## src/rtl/bit_packer_pkg.sv

```systemverilog
`default_nettype none
// ============================================================================
//  Module   : bit_packer_pkg
//  Purpose  : Shared constants, FSM state type and code-length mask helper
//             for the JPEG entropy-coded output bit packer.
//  Contents : WORD_W, MAX_CODE_LEN, LEN_W, ACC_W, packer_state_t, len_mask()
//  Revision : 1.0  initial release
// ============================================================================
package bit_packer_pkg;

    localparam int WORD_W       = 16;
    localparam int MAX_CODE_LEN = 16;
    localparam int LEN_W        = $clog2(MAX_CODE_LEN + 1);
    localparam int ACC_W        = 32;

    typedef enum logic [1:0] {
        RUN   = 2'd0,
        PAD   = 2'd1,
        DRAIN = 2'd2,
        DONE  = 2'd3
    } packer_state_t;

    // Right-aligned mask with the low 'l' bits set; l == MAX_CODE_LEN gives
    // all ones, which is why the intermediate is one bit wider.
    function automatic logic [MAX_CODE_LEN-1:0] len_mask(input logic [LEN_W-1:0] l);
        logic [MAX_CODE_LEN:0] one;
        logic [MAX_CODE_LEN:0] m;
        one = {{MAX_CODE_LEN{1'b0}}, 1'b1};
        m   = (one << l) - one;
        return m[MAX_CODE_LEN-1:0];
    endfunction

endpackage : bit_packer_pkg
`default_nettype wire

```

## src/rtl/bit_packer_if.sv

```systemverilog
`default_nettype none
// ============================================================================
//  Module   : bit_packer_if
//  Purpose  : Groups the code-input handshake (from the Huffman coder) and
//             the word-output handshake (to byte_stuffer) of bit_packer.
//  Ports    : ena_in/rdy_out/code/len  upstream code transfer
//             flush/done                upstream end-of-scan handshake
//             ena_out/rdy_in/out        packed word to byte_stuffer
//             flush_out/done_in         end-of-scan handshake to byte_stuffer
//  Modports : slave  - the packer itself
//             master - the surrounding environment
//  Revision : 1.0  initial release
// ============================================================================
interface bit_packer_if
    import bit_packer_pkg::*;
#(
    parameter int MAX_LEN = MAX_CODE_LEN
) ();

    localparam int LW = $clog2(MAX_LEN + 1);

    logic                ena_in;
    logic                rdy_out;
    logic [MAX_LEN-1:0]  code;
    logic [LW-1:0]       len;
    logic                flush;
    logic                done;
    logic                ena_out;
    logic                rdy_in;
    logic [WORD_W-1:0]   out;
    logic                flush_out;
    logic                done_in;

    modport slave (
        input  ena_in, code, len, flush, rdy_in, done_in,
        output rdy_out, done, ena_out, out, flush_out
    );

    modport master (
        output ena_in, code, len, flush, rdy_in, done_in,
        input  rdy_out, done, ena_out, out, flush_out
    );

endinterface : bit_packer_if
`default_nettype wire

```

## src/rtl/bit_packer.sv

```systemverilog
`default_nettype none
// ============================================================================
//  Module   : bit_packer
//  Purpose  : Packs variable-length, right-aligned MSB-first codes into
//             16-bit words for byte_stuffer. On flush the final partial word
//             is padded with 1-bits, flush is forwarded downstream and done
//             is reported upstream once byte_stuffer signals its own done.
//  Ports    : clk        clock
//             rst        asynchronous active-high reset
//             bus        bit_packer_if.slave (code in, word out, flush/done)
//             word_cnt   [BIT_PACKER_CNT_EN only] words transferred
//             bit_cnt    [BIT_PACKER_CNT_EN only] sum of accepted lengths
//  Options  : define BIT_PACKER_CNT_EN to add the saturating statistics
//             counters word_cnt and bit_cnt.
//  Revision : 1.0  initial release
// ============================================================================
module bit_packer
    import bit_packer_pkg::*;
#(
    // The 32-bit accumulator relies on fill_after_emit (<=15) + len (<=16)
    // staying within 31 bits, so this is not meant to exceed 16.
    parameter int MAX_LEN = MAX_CODE_LEN
) (
    input  wire logic    clk,
    input  wire logic    rst,
    bit_packer_if.slave  bus
`ifdef BIT_PACKER_CNT_EN
    ,
    output logic [31:0]  word_cnt,
    output logic [31:0]  bit_cnt
`endif
);

    localparam int            FILL_W = LEN_W;
    localparam logic [FILL_W-1:0] FULL = FILL_W'(WORD_W);

    packer_state_t       r_state;
    packer_state_t       w_state_nxt;
    logic [ACC_W-1:0]    r_acc;
    logic [ACC_W-1:0]    w_acc_nxt;
    logic [FILL_W-1:0]   r_fill;
    logic [FILL_W-1:0]   w_fill_nxt;

    logic                w_emit;
    logic                w_accept;
    logic [ACC_W-1:0]    w_acc_e;
    logic [FILL_W-1:0]   w_fill_e;
    logic [5:0]          w_shamt;
    logic [ACC_W-1:0]    w_place;
    logic [MAX_LEN-1:0]  w_masked;

    assign w_masked = bus.code & len_mask(bus.len);

    // ------------------------------------------------------------------
    // Next-state, datapath merge and handshake outputs
    // ------------------------------------------------------------------
    always_comb begin
        w_state_nxt   = r_state;
        w_acc_nxt     = r_acc;
        w_fill_nxt    = r_fill;
        w_emit        = 1'b0;
        w_accept      = 1'b0;
        w_acc_e       = r_acc;
        w_fill_e      = r_fill;
        w_shamt       = 6'd0;
        w_place       = '0;
        bus.rdy_out   = 1'b0;
        bus.ena_out   = 1'b0;
        bus.out       = r_acc[ACC_W-1 -: WORD_W];
        bus.flush_out = 1'b0;
        bus.done      = 1'b0;

        unique case (r_state)
            RUN: begin
                w_emit      = (r_fill >= FULL) && bus.rdy_in;
                bus.ena_out = w_emit;
                if (w_emit) begin
                    w_acc_e  = {r_acc[ACC_W-WORD_W-1:0], {WORD_W{1'b0}}};
                    w_fill_e = r_fill - FULL;
                end
                // Accepting in the emit cycle is what gives one code per
                // cycle; reset forces ready low while it is held.
                bus.rdy_out = ((r_fill < FULL) || w_emit) && !bus.flush && !rst;
                w_accept    = bus.ena_in && bus.rdy_out;

                // Left-justify the code just below the bits already held:
                // its MSB lands at bit (31 - fill_after_emit).
                w_shamt = 6'd32 - {1'b0, bus.len} - {1'b0, w_fill_e};
                w_place = {{(ACC_W-MAX_LEN){1'b0}}, w_masked} << w_shamt;

                if (w_accept) begin
                    w_acc_nxt  = w_acc_e | w_place;
                    w_fill_nxt = w_fill_e + bus.len;
                end else begin
                    w_acc_nxt  = w_acc_e;
                    w_fill_nxt = w_fill_e;
                end

                // Full words still pending are drained before padding.
                if (bus.flush && (r_fill < FULL)) begin
                    w_state_nxt = PAD;
                end
            end

            PAD: begin
                bus.out = r_acc[ACC_W-1 -: WORD_W] | ({WORD_W{1'b1}} >> r_fill);
                if (r_fill == '0) begin
                    w_state_nxt = DRAIN;
                end else begin
                    bus.ena_out = bus.rdy_in;
                    if (bus.rdy_in) begin
                        w_acc_nxt   = '0;
                        w_fill_nxt  = '0;
                        w_state_nxt = DRAIN;
                    end
                end
            end

            DRAIN: begin
                bus.flush_out = 1'b1;
                if (bus.done_in) begin
                    w_state_nxt = DONE;
                end
            end

            DONE: begin
                // byte_stuffer keeps seeing flush until the next reset.
                bus.flush_out = 1'b1;
                bus.done      = 1'b1;
            end
        endcase
    end

    // ------------------------------------------------------------------
    // State, accumulator and fill registers
    // ------------------------------------------------------------------
    always_ff @(posedge clk or posedge rst) begin
        if (rst) begin
            r_state <= RUN;
            r_acc   <= '0;
            r_fill  <= '0;
        end else begin
            r_state <= w_state_nxt;
            r_acc   <= w_acc_nxt;
            r_fill  <= w_fill_nxt;
        end
    end

`ifdef BIT_PACKER_CNT_EN
    // ------------------------------------------------------------------
    // Saturating statistics counters
    // ------------------------------------------------------------------
    logic [32:0] w_bit_sum;
    assign w_bit_sum = {1'b0, bit_cnt} + {{(33-LEN_W){1'b0}}, bus.len};

    always_ff @(posedge clk or posedge rst) begin
        if (rst) begin
            word_cnt <= '0;
            bit_cnt  <= '0;
        end else begin
            if (bus.ena_out && (word_cnt != '1)) begin
                word_cnt <= word_cnt + 32'd1;
            end
            if (w_accept) begin
                bit_cnt <= w_bit_sum[32] ? '1 : w_bit_sum[31:0];
            end
        end
    end
`endif

`ifndef SYNTHESIS
    // Codes longer than the port allows are a protocol error upstream.
    a_len_legal : assert property (
        @(posedge clk) disable iff (rst)
        (bus.ena_in && bus.rdy_out) |-> (int'(bus.len) <= MAX_LEN)
    );
`endif

endmodule : bit_packer
`default_nettype wire

```

## src/flat_wrapper.sv

```systemverilog
// flat-port wrapper written by rule: the top's interface ports become plain ports
module bit_packer_flat import bit_packer_pkg::*;
#(
                                                                           
                                                                 
    parameter int MAX_LEN = MAX_CODE_LEN
)
  (clk, rst, bus_ena_in, bus_code, bus_len, bus_flush, bus_rdy_in, bus_done_in, bus_rdy_out, bus_done, bus_ena_out, bus_out, bus_flush_out);
  bit_packer_if #(.MAX_LEN(MAX_LEN)) bus_i ();
  input  wire logic clk;
  input  wire logic rst;
  input wire logic [$bits(bus_i.ena_in)-1:0] bus_ena_in;
  input wire logic [$bits(bus_i.code)-1:0] bus_code;
  input wire logic [$bits(bus_i.len)-1:0] bus_len;
  input wire logic [$bits(bus_i.flush)-1:0] bus_flush;
  input wire logic [$bits(bus_i.rdy_in)-1:0] bus_rdy_in;
  input wire logic [$bits(bus_i.done_in)-1:0] bus_done_in;
  output wire logic [$bits(bus_i.rdy_out)-1:0] bus_rdy_out;
  output wire logic [$bits(bus_i.done)-1:0] bus_done;
  output wire logic [$bits(bus_i.ena_out)-1:0] bus_ena_out;
  output wire logic [$bits(bus_i.out)-1:0] bus_out;
  output wire logic [$bits(bus_i.flush_out)-1:0] bus_flush_out;
  assign bus_i.ena_in = bus_ena_in;
  assign bus_i.code = bus_code;
  assign bus_i.len = bus_len;
  assign bus_i.flush = bus_flush;
  assign bus_i.rdy_in = bus_rdy_in;
  assign bus_i.done_in = bus_done_in;
  assign bus_rdy_out = bus_i.rdy_out;
  assign bus_done = bus_i.done;
  assign bus_ena_out = bus_i.ena_out;
  assign bus_out = bus_i.out;
  assign bus_flush_out = bus_i.flush_out;
  bit_packer #(.MAX_LEN(MAX_LEN)) u_core (.clk(clk), .rst(rst), .bus(bus_i));
endmodule
```

## config.mk

```make
export PLATFORM = sky130hd
export DESIGN_NAME = bit_packer_flat
export DESIGN_NICKNAME = d
export VERILOG_FILES = /design/src/rtl/bit_packer_pkg.sv /design/src/rtl/bit_packer_if.sv /design/src/rtl/bit_packer.sv /design/src/flat_wrapper.sv
export SDC_FILE = /design/constraint.sdc
export NUM_CORES = 1
export LEC_CHECK = 0
export BUFFER_PORTS_ARGS = -buffer_cell sky130_fd_sc_hd__buf_2
export CORE_MARGIN = 2
export CORE_UTILIZATION = 39
export CTS_CLUSTER_SIZE = 40
export DETAILED_ROUTE_END_ITERATION = 6
export PLACE_DENSITY = 0.54
export SYNTH_ARGS = -nofsm -noshare
export SYNTH_HDL_FRONTEND = slang
export SYNTH_SLANG_ARGS = --single-unit
```

## constraint.sdc

```tcl
create_clock -name clk -period 6.1 [get_ports clk]
set_input_delay 0.305 -clock clk [delete_from_list [all_inputs] [get_ports clk]]
set_output_delay 0.305 -clock clk [all_outputs]
set_load 0.02 [all_outputs]
```

==> impl.org <==
** Routing
- Count of vias placed by the detailed router :: 4472
- The detail route stage leaves a number of antenna-violating nets equal to 0.
- For this block, the initial DRC count from the detailed router was 567.
- Drt total wl :: 15.2 mm
- After detailed routing, the average wire length per cell comes to 21.4 µm.
- Post-route DRC :: 0
- Drt first pass iters :: 5
- Via count normalized by instance count :: 6.32

** Yosys
- For this run, the number of Yosys warnings is 0.
- In this run, distinct cell masters in the synthesized netlist total 72.
- #FFs+latches synth :: 39
- Dominant register cell in the synthesized netlist :: dfrtp_1
- Post-Synthesis Cells :: 546
- Of all flip-flops after synthesis, the portion carrying an async set or reset was 100%.
- Of all cell types, the one taking the most synthesized area is dfrtp_1.
- Area share of the largest cell type after synthesis :: 23.7%
- Yosys attributes the largest share of cell area to dfrtp_1 24%, nand2_1 5.8%, ha_1 5.8%.
- In this run, synthesis inferred 0 flip-flops with an integrated enable.
- Mean instance size in the synthesized netlist :: 7.56 µm²
- The share of the Yosys chip area taken by registers is 23.7%.
- Cell area after synthesis :: 4130 µm²
- Post-synth net total :: 594

** Floorplanning
- The floorplan step defined a die boundary enclosing 11400 µm².
- Die extent in x :: 107 µm
- The floorplan has 37 rows.
- Standard cell core area :: 10300 µm²
- 47 I/O pins were placed.
- Initial core utilization :: 40.2%
- The die is 107 µm tall.

** Layout
- Net total in the final layout :: 619
- 0 antenna diodes ended up in the layout.
- Layout filler cell count :: 1081
- Post-synthesis to final-layout area growth :: 10.2%
- Share of post-route cells with drive strength above 1 :: 15.0%

** STA
- The worst path needs 4.07 ns of the cycle, external delays included.
- Max-slew violation count :: 0
- Summed over all failing endpoints, the final setup total negative slack is 0 ns.
- Worst Max-Slew Pin Slew :: 0.959 ns
- Number of failing hold endpoints at the final stage :: 0
- Setup violations remaining at the end of the flow were counted as 0.
- Fmax achieved :: 246 MHz
- Post-route worst hold slack :: 0.386 ns
- Post-Route Skew :: 0.0108 ns
- The worst path uses 66.7% of the clock period.
- Setup repair after global routing left no endpoint under its margin.
- Measured against its own limit, the worst slew margin works out to 35.8%.

** Global route
- Via count of the first global-routing pass :: 4175
- Entering global routing, the biggest net connects 37 pins.
- The number of antenna violations at the first check in global routing was 0.
- GR Overflow Total :: 0
- GR Util All Layers :: 27.1%
- Global-route wire length before repair :: 23.8 mm

** Clock tree
- The cell sitting at the root of the clock tree is a clkbuf_8.
- TritonCTS created 5 clock buffers.
- TritonCTS built the clock tree.
- H-tree level count :: 2
- The number of hold buffers added after CTS was 1.
- For the worst-skew pair, the clock arrives at the later sink with an insertion delay of 0.31 ns.
- Number of instances resized during post-cts repair :: 0
- Clock tree synthesis found a total of 39 sinks.
- Post-CTS repair timing setup buffer count :: 0
- No sink is reached through more buffers than the 2 on the longest clock path.
- After clock tree synthesis, the clock-pin slew on the worst setup and hold paths is 0.09 ns.

** Power and ir drop
- Power spread over the standard cell area amounts to 543 nW/µm².
- The completed layout was analyzed and its total power is 2470 µW.
- Across the VDD grid, the largest voltage drop is 0.258 mV.
- Standby leakage power :: 0.00209 µW

** Critical path
- The worst setup path is captured at a register.
- In this run the worst path has a maximum fanout of 12.
- WP data required :: 6.34 ns
- The critical path is of the reg -> reg type.
- Data arrival time at the worst-slack endpoint :: 4.31 ns
- Startpoint type of the worst setup path :: register

** Place
- HPWL reported at the end of detailed placement :: 11.3 mm
- At the end of routability-driven placement, the weighted congestion stood at 0.980.
- Count of input and output buffers :: 46

** Worst hold path
- The path class of the tightest hold or removal check is in -> reg.

** Job
- Number of max-capacitance violations reported :: 0

** Status
- The run finished with clean final reports.
cells in the mapped netlist, drive strengths merged (3+ instances only):
library cell	count
nand2	64
a21oi	42
o21ai	42
dfrtp	39
nor2	37
inv	24
clkbuf	23
nand3	20
ha	19
a21o	18
buf	14
o211ai	14
nor3	11
and2	9
and3	9
mux2i	9
nand2b	9
nand4	9
a22o	8
a31oi	8
o31ai	8
or2	8
nor2b	7
o221ai	7
o22ai	6
xor2	6
a221oi	5
a31o	4
mux2	4
a211o	3
a221o	3
o311ai	3
or3	3
or4	3
xnor2	3
cells by family after synthesis:
| kind of cell | synth area share (%) |
|---|---|
| flip-flops | 23.7 |
| XOR/XNOR | 1.91 |
| adder cells (fa/ha/maj) | 6.73 |
| buffers and inverters | 6.12 |
| AND/OR/NAND/NOR | 24.8 |
| multiplexers | 3.27 |
| AO/OA/AOI/OAI | 33.5 |
layout make-up:
| cell class | instances | area [µm²] | area share [%] |
|---|---|---|---|
| Multi-Input combinational cell | 446 | 2900 | 63.7 |
| Sequential cell | 39 | 976 | 21.5 |
| Timing Repair Buffer | 55 | 300 | 6.60 |
| Tap cell | 136 | 170 | 3.74 |
| Inverter | 24 | 90.1 | 1.98 |
| Clock buffer | 5 | 68.8 | 1.51 |
| Clock inverter | 3 | 43.8 | 0.963 |
worst max-delay path, cell delays in order (launching register included):
cell,delay (ns)
dfrtp_1,0.61
inv_1,0.18
ha_1,0.42
fa_1,0.52
a21o_1,0.19
a21oi_1,0.32
mux2i_1,0.77
nand2_1,0.35
nor2_1,0.36
o21ai_0,0.18
nand2_1,0.10
metrics by stage:
stage | util [%] | instance area [µm²] | setup slack (ns) | cells
after detailed placement | 43.0 | 4420 | 2.08 | 699
after CTS | 44.2 | 4550 | 2.07 | 708
after floorplan | - | 4130 | 2.75 | 546
after global placement | 43.0 | 4420 | 2.14 | 699
final | 44.2 | 4550 | 2.03 | 708
after global routing | 44.2 | 4550 | 1.77 | 708
placed cells by master, fill, tap and decap left out, types with 9 or more instances in the layout:
| cell | count |
|---|---|
| nor2_1 | 37 |
| buf_2 | 46 |
| o21ai_0 | 37 |
| and2_1 | 9 |
| nor3_1 | 11 |
| a21oi_1 | 41 |
| nand2_1 | 64 |
| a21o_1 | 18 |
| inv_1 | 24 |
| nand3_1 | 20 |
| o211ai_1 | 14 |
| ha_1 | 19 |
| nand2b_1 | 9 |
| mux2i_1 | 9 |
| nand4_1 | 9 |
| dfrtp_1 | 39 |
| and3_1 | 9 |
flip-flops by register name, summed over array words and instances (netlist names):
signal / cells
u_core.r_fill: 5
u_core.r_acc: 32
u_core.r_state: 2
layer usage:
layer	vias up	track usage, %	part of all wire, %
li1	2084	-	-
met1	2130	37.5	43
met2	228	43.2	46
met3	30	5.53	9.1
met4	0	6.68	2.2
met5	-	0	0
power by group:
| part | switching (µW) | internal [µW] | leakage (µW) |
|---|---|---|---|
| logic | 1220 | 602 | 0.00151 |
| clock network | 110 | 122 | 0.0000581 |
| registers | 88.8 | 326 | 0.000521 |
| total | 1420 | 1050 | 0.00209 |
final timing paths:
kind / end / cells after the start / start / slack, ns
max: u_core.r_acc[5] / 10 / u_core.r_fill[2] / 2.03
min: u_core.r_fill[4] / 4 / bus_rdy_in / 0.39
max reg2reg: u_core.r_acc[5] / 10 / u_core.r_fill[2] / 2.03
min reg2reg: u_core.r_acc[7] / 2 / u_core.r_acc[7] / 0.49
max in group asynchronous: u_core.r_acc[5] / 4 / rst / 4.95
min in group asynchronous: u_core.r_fill[1] / 3 / rst / 0.42
Note: power is estimated with default switching activity, not from simulation.
